<file path="src/rtl/rv3n_irq_ctrl.sv">
// rv3n machine-level interrupt controller: pending sources, fixed-priority
// arbitration and a single-outstanding trap request toward the CSR unit.
module rv3n_irq_ctrl #(
    parameter int SYNC_STAGES = 2,
    parameter int XLEN        = 32
) (
    input  logic            clk,
    input  logic            rst,
    input  logic            irq_ext,
    input  logic            soft_set,
    input  logic            soft_clr,
    input  logic [63:0]     mtime,
    input  logic            cmp_wr_valid,
    input  logic            cmp_wr_hi,
    input  logic [XLEN-1:0] cmp_wr_data,
    input  logic            mie_global,
    input  logic [2:0]      mie_mask,
    input  logic            pipe_idle,
    input  logic [XLEN-1:0] pipe_pc,
    input  logic            mret_valid,
    output logic            trap_req_valid,
    input  logic            trap_req_ready,
    output logic [XLEN-1:0] trap_req_cause,
    output logic [XLEN-1:0] trap_req_epc,
    output logic [2:0]      irq_pending,
    output logic            in_service
);

    localparam logic [1:0] ST_IDLE    = 2'd0;
    localparam logic [1:0] ST_REQ     = 2'd1;
    localparam logic [1:0] ST_SERVICE = 2'd2;

    localparam logic [XLEN-1:0] CAUSE_SOFT  = {1'b1, {(XLEN-5){1'b0}}, 4'h3};
    localparam logic [XLEN-1:0] CAUSE_TIMER = {1'b1, {(XLEN-5){1'b0}}, 4'h7};
    localparam logic [XLEN-1:0] CAUSE_EXT   = {1'b1, {(XLEN-5){1'b0}}, 4'hB};

    logic [1:0]             state_q, state_d;
    logic                   soft_q;
    logic                   timer_q;
    logic [SYNC_STAGES-1:0] sync_q;
    logic [63:0]            cmp_q, cmp_d;
    logic [XLEN-1:0]        cause_q, cause_d;
    logic [XLEN-1:0]        epc_q, epc_d;
    logic [2:0]             pend;
    logic [2:0]             elig;
    logic [XLEN-1:0]        win_cause;

    assign pend = {sync_q[SYNC_STAGES-1], timer_q, soft_q};
    assign elig = pend & mie_mask & {3{mie_global}};

    always_comb begin
        cmp_d = cmp_q;
        if (cmp_wr_valid) begin
            if (cmp_wr_hi) cmp_d[63:32] = cmp_wr_data[31:0];
            else           cmp_d[31:0]  = cmp_wr_data[31:0];
        end
    end

    // ext > soft > timer
    always_comb begin
        win_cause = CAUSE_TIMER;
        if (elig[2])      win_cause = CAUSE_EXT;
        else if (elig[0]) win_cause = CAUSE_SOFT;
    end

    always_comb begin
        state_d = state_q;
        cause_d = cause_q;
        epc_d   = epc_q;
        case (state_q)
            ST_IDLE: begin
                if ((|elig) && pipe_idle) begin
                    state_d = ST_REQ;
                    cause_d = win_cause;
                    epc_d   = pipe_pc;
                end
            end
            ST_REQ: begin
                if (trap_req_ready) state_d = ST_SERVICE;
            end
            ST_SERVICE: begin
                if (mret_valid) state_d = ST_IDLE;
            end
            default: state_d = ST_IDLE;
        endcase
    end

    always_ff @(posedge clk or negedge rst) begin
        if (!rst) begin
            state_q <= ST_IDLE;
            cause_q <= '0;
            epc_q   <= '0;
            soft_q  <= 1'b0;
            timer_q <= 1'b0;
            sync_q  <= '0;
            cmp_q   <= '1;
        end else begin
            state_q <= state_d;
            cause_q <= cause_d;
            epc_q   <= epc_d;
            // clear wins over a same-cycle set
            if (soft_clr)      soft_q <= 1'b0;
            else if (soft_set) soft_q <= 1'b1;
            sync_q  <= {sync_q[SYNC_STAGES-2:0], irq_ext};
            cmp_q   <= cmp_d;
            timer_q <= (mtime >= cmp_d);
        end
    end

    assign trap_req_valid = (state_q == ST_REQ);
    assign in_service     = (state_q == ST_SERVICE);
    assign trap_req_cause = cause_q;
    assign trap_req_epc   = epc_q;
    assign irq_pending    = pend;

endmodule
</file>
<file path="config.mk">
export PLATFORM = sky130hd
export DESIGN_NAME = rv3n_irq_ctrl
export DESIGN_NICKNAME = d
export VERILOG_FILES = /design/src/rtl/rv3n_irq_ctrl.sv
export SDC_FILE = /design/constraint.sdc
export NUM_CORES = 1
export LEC_CHECK = 0
export BUFFER_PORTS_ARGS = -buffer_cell sky130_fd_sc_hd__clkbuf_2
export CAP_MARGIN = 20
export CORE_MARGIN = 5
export CORE_UTILIZATION = 45
export CTS_BUF_LIST = sky130_fd_sc_hd__clkbuf_8
export CTS_CLUSTER_SIZE = 8
export DETAILED_ROUTE_END_ITERATION = 10
export PLACE_DENSITY = 0.74
export SETUP_SLACK_MARGIN = 0.1
export SYNTH_ARGS = -nofsm -noshare
export SYNTH_HDL_FRONTEND = slang
export SYNTH_SLANG_ARGS = --single-unit
</file>
<file path="constraint.sdc">
create_clock -name clk -period 2.99 [get_ports clk]
set_clock_uncertainty 0.05 [all_clocks]
set_input_delay 0.4485 -clock clk [delete_from_list [all_inputs] [get_ports clk]]
set_output_delay 0.4485 -clock clk [all_outputs]
set_load 0.05 [all_outputs]
</file>
==> flow_metrics.py, run 1 <==
metrics = {
    "cts": {
        "clk_pin_slew_worst_paths_ps": 100,
        "clk_latency_ps": 370,
        "cts_hold_buf": 0,
        "cts.root.buffer_cell": "clkbuf_8",
        "post-cts-setup-buffers": 0,
        "clock-sinks": 105,
        "cts-htree-levels": 3,
        "clockBufferDepth": 2,
        "cts.repair.resized": 0,
        "numCtsBuffers": 9,
        "cts_tree": "built",
    },
    "floorplan": {
        "dieArea_um2": 15200,
        "dieHeight_um": 123,
        "fp.dieW_um": 123,
        "coreArea_um2": 12600,
        "pin_count": 211,
        "row_count": 41,
        "initial_utilization_pct": 45.8,
    },
    "global_routing": {
        "first_global_vias": 4273,
        "grt_pass1_wl_mm": 20.5,
        "antenna_found_initial": 0,
        "grt_max_degree": 72,
        "grt_use_total_pct": 17.4,
        "grt-ovfl-total": 0,
    },
    "layout": {
        "final_nets": 879,
        "final_util_pct": 55.6,
        "instances_no_fill": 850,
        "antennaDiodeCount": 0,
        "layout-drive-gt1-share_pct": 44.8,
        "area_growth_pct": 21.3,
    },
    "timing": {
        "final.setup.worst_slack_ps": 476,
        "maxSlewViolCount": 0,
        "rsz0062_at_grt": "no",
        "fmax_ghz": 0.398,
        "fin_crit_sh_pct": 84.1,
        "min_period_ps": 2510,
        "tightest_slew_ps": 933,
        "hold_viol_final": 0,
        "setup_viol_count_final": 0,
        "setup_tns_ps": 0,
        "max_slew_margin_pct": 37.8,
    },
    "critical_path": {
        "r2r_setup_slack_ps": 630,
        "worstPathCellList": "clkbuf_2 > nand2b_2 > buf_12 > buf_12 > mux2i_1 > ha_1 > nand4_1 > nor4_1 > buf_4 > nand2_1 > o21ai_0 > nor4_1 > o21ai_0",
        "start_kind": "primary input",
        "critPathSlowestCell": "nor4_1",
        "r2r_cells": 8,
        "critPathMaxFanout": 17,
        "setup.worst_path.end_class": "flop",
        "required_ps": 3230,
        "path_class": "in -> reg",
        "path_buf_inv": 4,
        "r2r_start": "cmp_q[14]",
        "cp_top_family": "simple AND/OR/NAND/NOR gates",
        "max_stage_delay_ps": 370,
        "critPathArrivalTime_ps": 2760,
        "r2r_end": "timer_q",
    },
    "place": {
        "gp_congestion": 0.845,
        "numPortBuffers": 183,
        "placed_cells": 834,
        "pre_cts_ws_ps": 85.7,
        "place.detailed.hpwl_mm": 10.9,
    },
    "power": {
        "p_leak_nw": 3.99,
        "p_per_area_nw_per_um2": 718,
        "ir_worst_vdd_v": 0.000277,
    },
    "drt": {
        "wl_per_cell_um": 15.6,
        "dr.pass1.iters": 4,
        "viasPerCell": 4.82,
        "drt_drc_violations_left": 0,
        "dr.first_iter.drc_count": 153,
        "ant_nets": 0,
        "dr_total_vias": 4097,
        "routed_wl_mm": 13.2,
    },
    "yosys": {
        "synth.top_cells.by_count": "inv_1, dfstp_2, ha_1",
        "ys_seq_area_share_pct": 46.8,
        "syn_area_um2": 5780,
        "synth_edf_count": 0,
        "ys_ff_latch": 105,
        "yosys.area.top_type": "dfstp_2",
        "synth_ff_type": "dfstp_2",
        "synthArstFlopShare_pct": 100,
        "synth_area_leaders": "dfstp_2, dfrtp_1, ha_1, mux2i_1, inv_1",
        "yosysUniqueCellTypes": 37,
        "avgSynthCellArea_um2": 11.8,
        "syn_inst": 490,
        "synthMostInstantiatedCell": "inv_1",
        "yosys_warnings": 0,
        "synth_top_area_share_pct": 29.1,
    },
    "min_path": {
        "hp-class": "in -> async",
    },
    "outcome": {
        "status": "complete, no violations",
    },
    "flow_run": {
        "drv_cap": 0,
    },
}
[state kept, by name, summed over array words and instances (netlist names)]
name	flops
soft_q	1
state_q	2
timer_q	1
cmp_q	64
trap_req_epc	32
trap_req_cause	3
sync_q	2
[worst reg2reg max path: stages (launching register included)]
cell     delay, ps
dfstp_2        530
mux2i_1         80
ha_1           320
a21oi_1        160
nand2_1         70
a221o_1        350
o31a_1         300
nor4_1         250
o21ai_0        130
[power by group]
group          switching (W)  leakage (nW)  internal, W  total, W
combinational        0.00143          2.73     0.000671   0.00210
clock               0.000469         0.104     0.000463  0.000933
sequential          0.000152          1.16      0.00186   0.00201
total                0.00205          3.99      0.00299   0.00504
[metrics by stage]
stage	total power [W]	cell area [um^2]	hold slack, ps
CTS	0.00510	7010	118
detailed placement	0.00415	6810	294
finish	0.00504	7010	146
floorplan	0.00361	5880	103
global placement	0.00408	6810	285
global route	0.00534	7010	110
[cells by family after synthesis]
kind of cell / after synthesis / share of synthesized area [%]
AND/OR/NAND/NOR: 57 / 5.30
adder cells (fa/ha/maj): 64 / 13.8
AO/OA/AOI/OAI: 57 / 6.04
flip-flops: 105 / 46.8
buffers and inverters: 110 / 9.67
other: 1 / 0.0649
multiplexers: 96 / 18.2
[cells in the final DEF (no fill, tap or decap), types with 2 or more instances in the layout]
cell type	instances
a21boi_0	2
a21o_1	12
a21oi_1	23
buf_12	4
buf_4	3
bufinv_16	2
clkbuf_2	182
clkbuf_8	9
clkinv_1	2
clkinv_2	2
conb_1	27
dfrtp_1	41
dfstp_2	64
ha_1	64
inv_1	67
mux2_2	19
mux2_4	14
mux2i_1	63
nand2_1	12
nand2b_1	3
nand3_1	8
nand4_1	16
nor2_1	5
nor2b_1	3
nor3_1	2
nor4_1	4
o21ai_0	10
[cell type report]
type / instances / area [um^2]
inverters: 67 / 251
multi-input cells: 301 / 2620
clock buffers: 9 / 124
repair buffers: 189 / 1010
well taps: 172 / 215
flip-flops and latches: 105 / 2710
fillers: 1116 / 5610
clock inverters: 7 / 85.1
[how the worst max path moves through the flow]
stage                     cells past startpoint       to      start
after floorplan                              11  timer_q  cmp_wr_hi
after global placement                       13  timer_q  cmp_wr_hi
after detailed placement                     13  timer_q  cmp_wr_hi
after CTS                                    13  timer_q  cmp_wr_hi
after global routing                         13  timer_q  cmp_wr_hi
final                                        13  timer_q  cmp_wr_hi
[metal layers]
layer  track usage [%]  part of all wire, %
met3              3.75                  6.7
met2              30.3                   49
met4              6.51                  1.7
met5                 0                    0
met1              21.2                   42
Power figures use the tool's default switching activity.
==> inputs of run 2 (changes only) <==
--- a/config.mk
+++ b/config.mk
@@ -12,7 +12,7 @@
 export CTS_BUF_LIST = sky130_fd_sc_hd__clkbuf_8
 export CTS_CLUSTER_SIZE = 8
 export DETAILED_ROUTE_END_ITERATION = 10
-export PLACE_DENSITY = 0.74
+export PLACE_DENSITY = 0.77
 export SETUP_SLACK_MARGIN = 0.1
 export SYNTH_ARGS = -nofsm -noshare
 export SYNTH_HDL_FRONTEND = slang
==> constraint.sdc (replaced) <==
create_clock -name clk -period 2.3 [get_ports clk]
set_clock_uncertainty 0.05 [all_clocks]
set_input_delay 0.345 -clock clk [delete_from_list [all_inputs] [get_ports clk]]
set_output_delay 0.345 -clock clk [all_outputs]
set_load 0.05 [all_outputs]
==> run 2 against run 1 <==
Compared with the run above: the flow now finishes with violations (negative setup slack); sequential power increased by 31%; worst hold slack worse by 84 ps; utilization up 5.1 points; routed wire length increased by 8.3%; flip-flop and latch count unchanged; critical path depth is 1 lower; final cell count is 5.4% higher; worst setup slack got worse by 510 ps; clock-buffer cell count unchanged; final area rose by 9.1%; largest cell class is now multi-input combinational cells; highest routed layer unchanged.
==> flow_metrics.py, run 2 (synthesis results as in run 1) <==
metrics = {
    "critical_path": {
        "setup.worst_path.end_class": "flop",
        "worstPathCellList": "buf_6 > nand2b_4 > buf_12 > buf_12 > mux2i_4 > ha_4 > a21oi_1 > o21ai_1 > a221o_1 > o31a_1 > nor4_2 > o21ai_1",
        "critPathMaxFanout": 6,
        "required_ps": 2500,
        "max_stage_delay_ps": 300,
        "critPathArrivalTime_ps": 2530,
        "cp_top_family": "compound AO/OA/AOI/OAI gates",
        "start_kind": "primary input",
        "critPathSlowestCell": "o31a_1",
        "path_buf_inv": 3,
        "path_class": "in -> reg",
    },
    "floorplan": {
        "fp.dieW_um": 123,
        "coreArea_um2": 12600,
        "initial_utilization_pct": 45.8,
        "pin_count": 211,
        "row_count": 41,
        "dieHeight_um": 123,
        "dieArea_um2": 15200,
    },
    "drt": {
        "dr_total_vias": 4393,
        "wl_met2_mm": 7.65,
        "routed_wl_mm": 14.3,
        "dr.first_iter.drc_count": 232,
        "ant_nets": 0,
        "top_layer": "met4",
        "dr.pass1.iters": 4,
        "drt_drc_violations_left": 0,
        "wl_met1_mm": 5.74,
        "wl_per_cell_um": 16.0,
        "wl_met3_um": 802,
        "viasPerCell": 4.90,
    },
    "timing": {
        "setup_viol_count_final": 1,
        "fin_crit_sh_pct": 101,
        "max_slew_margin_pct": 60.4,
        "holdWs_ps": 61.6,
        "rsz0062_at_grt": "yes",
        "hold_viol_final": 0,
        "tightest_slew_ps": 593,
        "final.setup.worst_slack_ps": -34.0,
        "maxSlewViolCount": 0,
        "min_period_ps": 2330,
        "fmax_ghz": 0.428,
    },
    "layout": {
        "fill_cells": 1053,
        "regMostFlops": "cmp_q",
        "area_growth_pct": 32.4,
        "layout-drive-gt1-share_pct": 51.5,
        "final_nets": 925,
        "instances_no_fill": 896,
        "largest_reg_flops": 64,
        "final_common_cell": "clkbuf_2",
        "layout_common_cells": "clkbuf_2, inv_1, dfstp_2",
        "final_util_pct": 60.6,
        "antennaDiodeCount": 0,
        "final_area_um2": 7650,
    },
    "outcome": {
        "violations": "negative setup slack",
        "status": "finished with violations",
    },
    "cts": {
        "clk_pin_slew_worst_paths_ps": 90,
        "cts.root.buffer_cell": "clkbuf_8",
        "clockBufferDepth": 2,
        "cts_tree": "built",
        "clk_latency_ps": 370,
        "cts-htree-levels": 3,
        "numCtsBuffers": 9,
        "clock-sinks": 105,
    },
    "power": {
        "p_per_area_nw_per_um2": 876,
        "p_leak_nw": 4.21,
        "ir_worst_vdd_v": 0.000634,
    },
    "global_routing": {
        "grt_use_total_pct": 18.2,
        "antenna_found_initial": 0,
        "grt_max_degree": 46,
        "grt_pass1_wl_mm": 21.4,
        "grt-ovfl-total": 0,
        "first_global_vias": 4622,
    },
    "min_path": {
        "hp-class": "in -> reg",
    },
    "flow_run": {
        "drv_cap": 0,
    },
    "place": {
        "place.detailed.hpwl_mm": 11.5,
        "pre_cts_ws_ps": -400,
        "numPortBuffers": 183,
        "dpl-instance-area_um2": 7080,
        "gp_congestion": 0.858,
        "placed_cells": 867,
    },
}
==> run 2: path summary, 6_finish.rpt <==
| path | endpoint | slack [ps] | start | depth (start not counted) |
|---|---|---|---|---|
| worst min-delay path | soft_q | 60 | soft_clr | 2 |
| min in group asynchronous | trap_req_epc[29] | 460 | rst | 2 |
| worst min register to register | sync_q[1] | 320 | sync_q[0] | 0 |
| max in group asynchronous | trap_req_epc[5] | 1030 | rst | 3 |
| worst max register to register | timer_q | 20 | cmp_q[5] | 8 |
| worst max-delay path | timer_q | -30 | cmp_wr_hi | 12 |
==> run 2: through the flow <==
step	setup TNS (ps)	total power, W
6_report	-34.0	0.00671
2_1_floorplan	-27.5	0.00470
5_1_grt	-119	0.00709
3_3_place_gp	-288	0.00541
3_5_place_dp	-400	0.00552
4_1_cts	0	0.00665
==> run 2: layer usage <==
layer / global-route usage (%) / up-vias
li1: - / 2092
met1: 21.8 / 2152
met2: 32.1 / 135
met3: 4.71 / 14
met4: 5.40 / 0
met5: 0 / -
==> run 2: cell type report <==
class                   count  area (um^2)  share of cell area (%)
multi-input cells         301         2870                    37.6
flip-flops and latches    105         2710                    35.4
repair buffers            235         1420                    18.6
inverters                  67          251                    3.29
well taps                 172          215                    2.81
clock buffers               9          124                    1.62
clock inverters             7         57.6                   0.752
==> run 2: repair_timing <==
| item | in CTS | in global routing |
|---|---|---|
| endpoints found under the hold margin | 12 | 0 |
| pin swaps | 2 | 13 |
| endpoints found under the setup margin | 1 | 1 |
| gates resized for setup | 3 | 42 |
| setup buffers | 0 | 11 |
| hold buffers | 2 | 0 |
==> run 2: power breakdown <==
| group | switching [W] | internal [W] | total, W |
|---|---|---|---|
| Combinational | 0.00194 | 0.00104 | 0.00298 |
| Clock | 0.000608 | 0.000487 | 0.00109 |
| Sequential | 0.000219 | 0.00241 | 0.00263 |
| Total | 0.00276 | 0.00394 | 0.00671 |
==> inputs of run 3 (changes only) <==
--- a/config.mk
+++ b/config.mk
@@ -5,8 +5,10 @@
 export SDC_FILE = /design/constraint.sdc
 export NUM_CORES = 1
 export LEC_CHECK = 0
+export ABC_CLOCK_PERIOD_IN_PS = 2300
 export BUFFER_PORTS_ARGS = -buffer_cell sky130_fd_sc_hd__clkbuf_2
-export CAP_MARGIN = 20
+export CAP_MARGIN = 25
+export CORE_ASPECT_RATIO = 1.4
 export CORE_MARGIN = 5
 export CORE_UTILIZATION = 45
 export CTS_BUF_LIST = sky130_fd_sc_hd__clkbuf_8
==> run 3 against run 2 <==
Compared with the run above: the flow now finishes without violations; die area rose by 0.21%; first-iteration DRC count fell by 56%; clock-buffer cell count did not move; routed wire length rose by 2.8%; non-clock buffer count fell by 10; utilization fell by 3.5 points; combinational power fell by 3%; critical path type unchanged; largest power group unchanged.
==> flow_metrics.py, run 3 (synthesis results as in run 1) <==
metrics = {
    "timing": {
        "min_period_ps": 2220,
        "setup_viol_count_final": 0,
        "maxSlewViolCount": 0,
        "final.setup.worst_slack_ps": 81.7,
        "rsz0062_at_grt": "yes",
        "fin_crit_sh_pct": 96.4,
        "fmax_ghz": 0.451,
        "max_slew_margin_pct": 64.1,
        "tightest_slew_ps": 539,
        "hold_viol_final": 0,
    },
    "global_routing": {
        "grt_pass1_wl_mm": 23.2,
        "grt_use_total_pct": 19.4,
        "first_global_vias": 4690,
        "antenna_found_initial": 0,
        "grt_max_degree": 60,
        "grt-ovfl-total": 0,
    },
    "critical_path": {
        "cp_num_cells": 11,
        "path_buf_inv": 2,
        "required_ps": 2510,
        "path_class": "in -> reg",
        "start_kind": "primary input",
        "critPathArrivalTime_ps": 2430,
        "r2r_start": "cmp_q[5]",
        "worstPathCellList": "clkbuf_2 > nand2b_4 > buf_12 > mux2i_1 > ha_1 > nand4_1 > nor2_1 > a221o_1 > o31a_1 > nor4_1 > o21ai_0",
        "critPathLaunch": "cmp_wr_hi",
        "max_stage_delay_ps": 300,
        "setup.worst_path.end_class": "flop",
        "r2r_cells": 8,
        "critPathSlowestCell": "mux2i_1",
        "cp_top_family": "compound AO/OA/AOI/OAI gates",
        "critPathMaxFanout": 16,
    },
    "cts": {
        "cts-htree-levels": 3,
        "numCtsBuffers": 9,
        "clock-sinks": 105,
        "clk_latency_ps": 370,
        "cts_tree": "built",
        "cts.root.buffer_cell": "clkbuf_8",
        "clk_pin_slew_worst_paths_ps": 110,
        "clockBufferDepth": 2,
    },
    "power": {
        "p_per_area_nw_per_um2": 902,
        "p_leak_nw": 4.14,
        "ir_worst_vdd_v": 0.000469,
        "power.switching_w": 0.00278,
        "internal_power_w": 0.00379,
        "seq_power_share_pct": 39.9,
        "power_w": 0.00657,
        "p_comb_share_pct": 44.0,
        "swShare_pct": 42.4,
        "clockPowerShare_pct": 16.1,
    },
    "place": {
        "pre_cts_ws_ps": -372,
        "place.detailed.hpwl_mm": 12.2,
        "dpl-instance-area_um2": 7060,
        "gp_congestion": 0.869,
        "numPortBuffers": 183,
    },
    "drt": {
        "routed_wl_mm": 14.7,
        "wl_per_cell_um": 17.0,
        "viasPerCell": 5.02,
        "ant_nets": 0,
        "dr.first_iter.drc_count": 103,
        "dr_total_vias": 4356,
        "drt_drc_violations_left": 0,
        "dr.pass1.iters": 4,
    },
    "floorplan": {
        "pin_count": 211,
        "fp.dieW_um": 106,
        "row_count": 49,
        "dieHeight_um": 144,
        "dieArea_um2": 15200,
        "initial_utilization_pct": 45.3,
        "coreArea_um2": 12800,
    },
    "layout": {
        "antennaDiodeCount": 0,
        "final_nets": 915,
        "fill_cells": 1090,
        "layout-drive-gt1-share_pct": 48.9,
        "largest_reg_flops": 64,
        "final_util_pct": 57.2,
        "regMostFlops": "cmp_q",
        "area_growth_pct": 26.1,
        "layout_common_cells": "clkbuf_2, inv_1, ha_1, dfstp_2, mux2i_1",
        "final_area_um2": 7290,
        "final_common_cell": "clkbuf_2",
    },
    "outcome": {
        "status": "complete, no violations",
    },
    "min_path": {
        "hold_start": "irq_ext",
        "worstHoldPathCells": 1,
        "hp-class": "in -> reg",
    },
    "flow_run": {
        "drv_cap": 0,
    },
}
-- run 3: layer usage --
| layer | global-route usage (%) | routed length [um] | vias up |
|---|---|---|---|
| met5 | 0 | 0 | - |
| met4 | 5.93 | 328 | 0 |
| met3 | 5.09 | 1110 | 26 |
| met2 | 36.9 | 7610 | 187 |
| met1 | 21.2 | 5680 | 2075 |
| li1 | - | - | 2068 |
-- run 3: repair_timing --
item                                    CTS  global route
endpoints found under the setup margin    1             1
pin swaps                                 1             1
buffers inserted                          0             0
hold endpoints to repair                 20             0
gates resized for setup                   2             7
hold buffers                              1             0
-- run 3: final cells by class --
type	count	area, um^2	area share, %
inverters	67	251	3.45
well taps	153	191	2.63
repair buffers	225	1300	17.8
clock buffers	9	124	1.70
multi-input cells	301	2660	36.5
flip-flops and latches	105	2710	37.1
clock inverters	7	53.8	0.738
-- run 3: worst paths after layout --
kind	slack (ps)	end
max	80	timer_q
min	40	sync_q[0]
max reg2reg	130	timer_q
min reg2reg	310	sync_q[1]
max in group asynchronous	1170	cmp_q[11]
min in group asynchronous	360	trap_req_epc[16]
-- run 3: power by group through the flow --
stage               Sequential, W  Clock, W  Combinational, W
floorplan                 0.00358         0           0.00112
global placement          0.00262         0           0.00280
detailed placement        0.00265         0           0.00288
CTS                       0.00262   0.00111           0.00290
global route              0.00267   0.00118           0.00310
finish                    0.00262   0.00106           0.00289
-- run 3: metrics by stage --
stage / setup TNS (ps) / hold slack [ps] / std cells
floorplan: -27.5 / -0.591 / 516
global placement: -345 / 201 / 850
detailed placement: -372 / 203 / 850
CTS: 0 / 18.0 / 867
global route: -26.2 / 20.8 / 867
finish: 0 / 39.9 / 867
-- run 3: worst register-to-register path, cell delays in order, from the launching register on --
cell     delay, ps
dfstp_2        540
mux2i_1         80
ha_1           330
a21oi_2        120
o21ai_1         80
a221o_1        330
o31a_1         240
nor4_1         180
o21ai_0        110
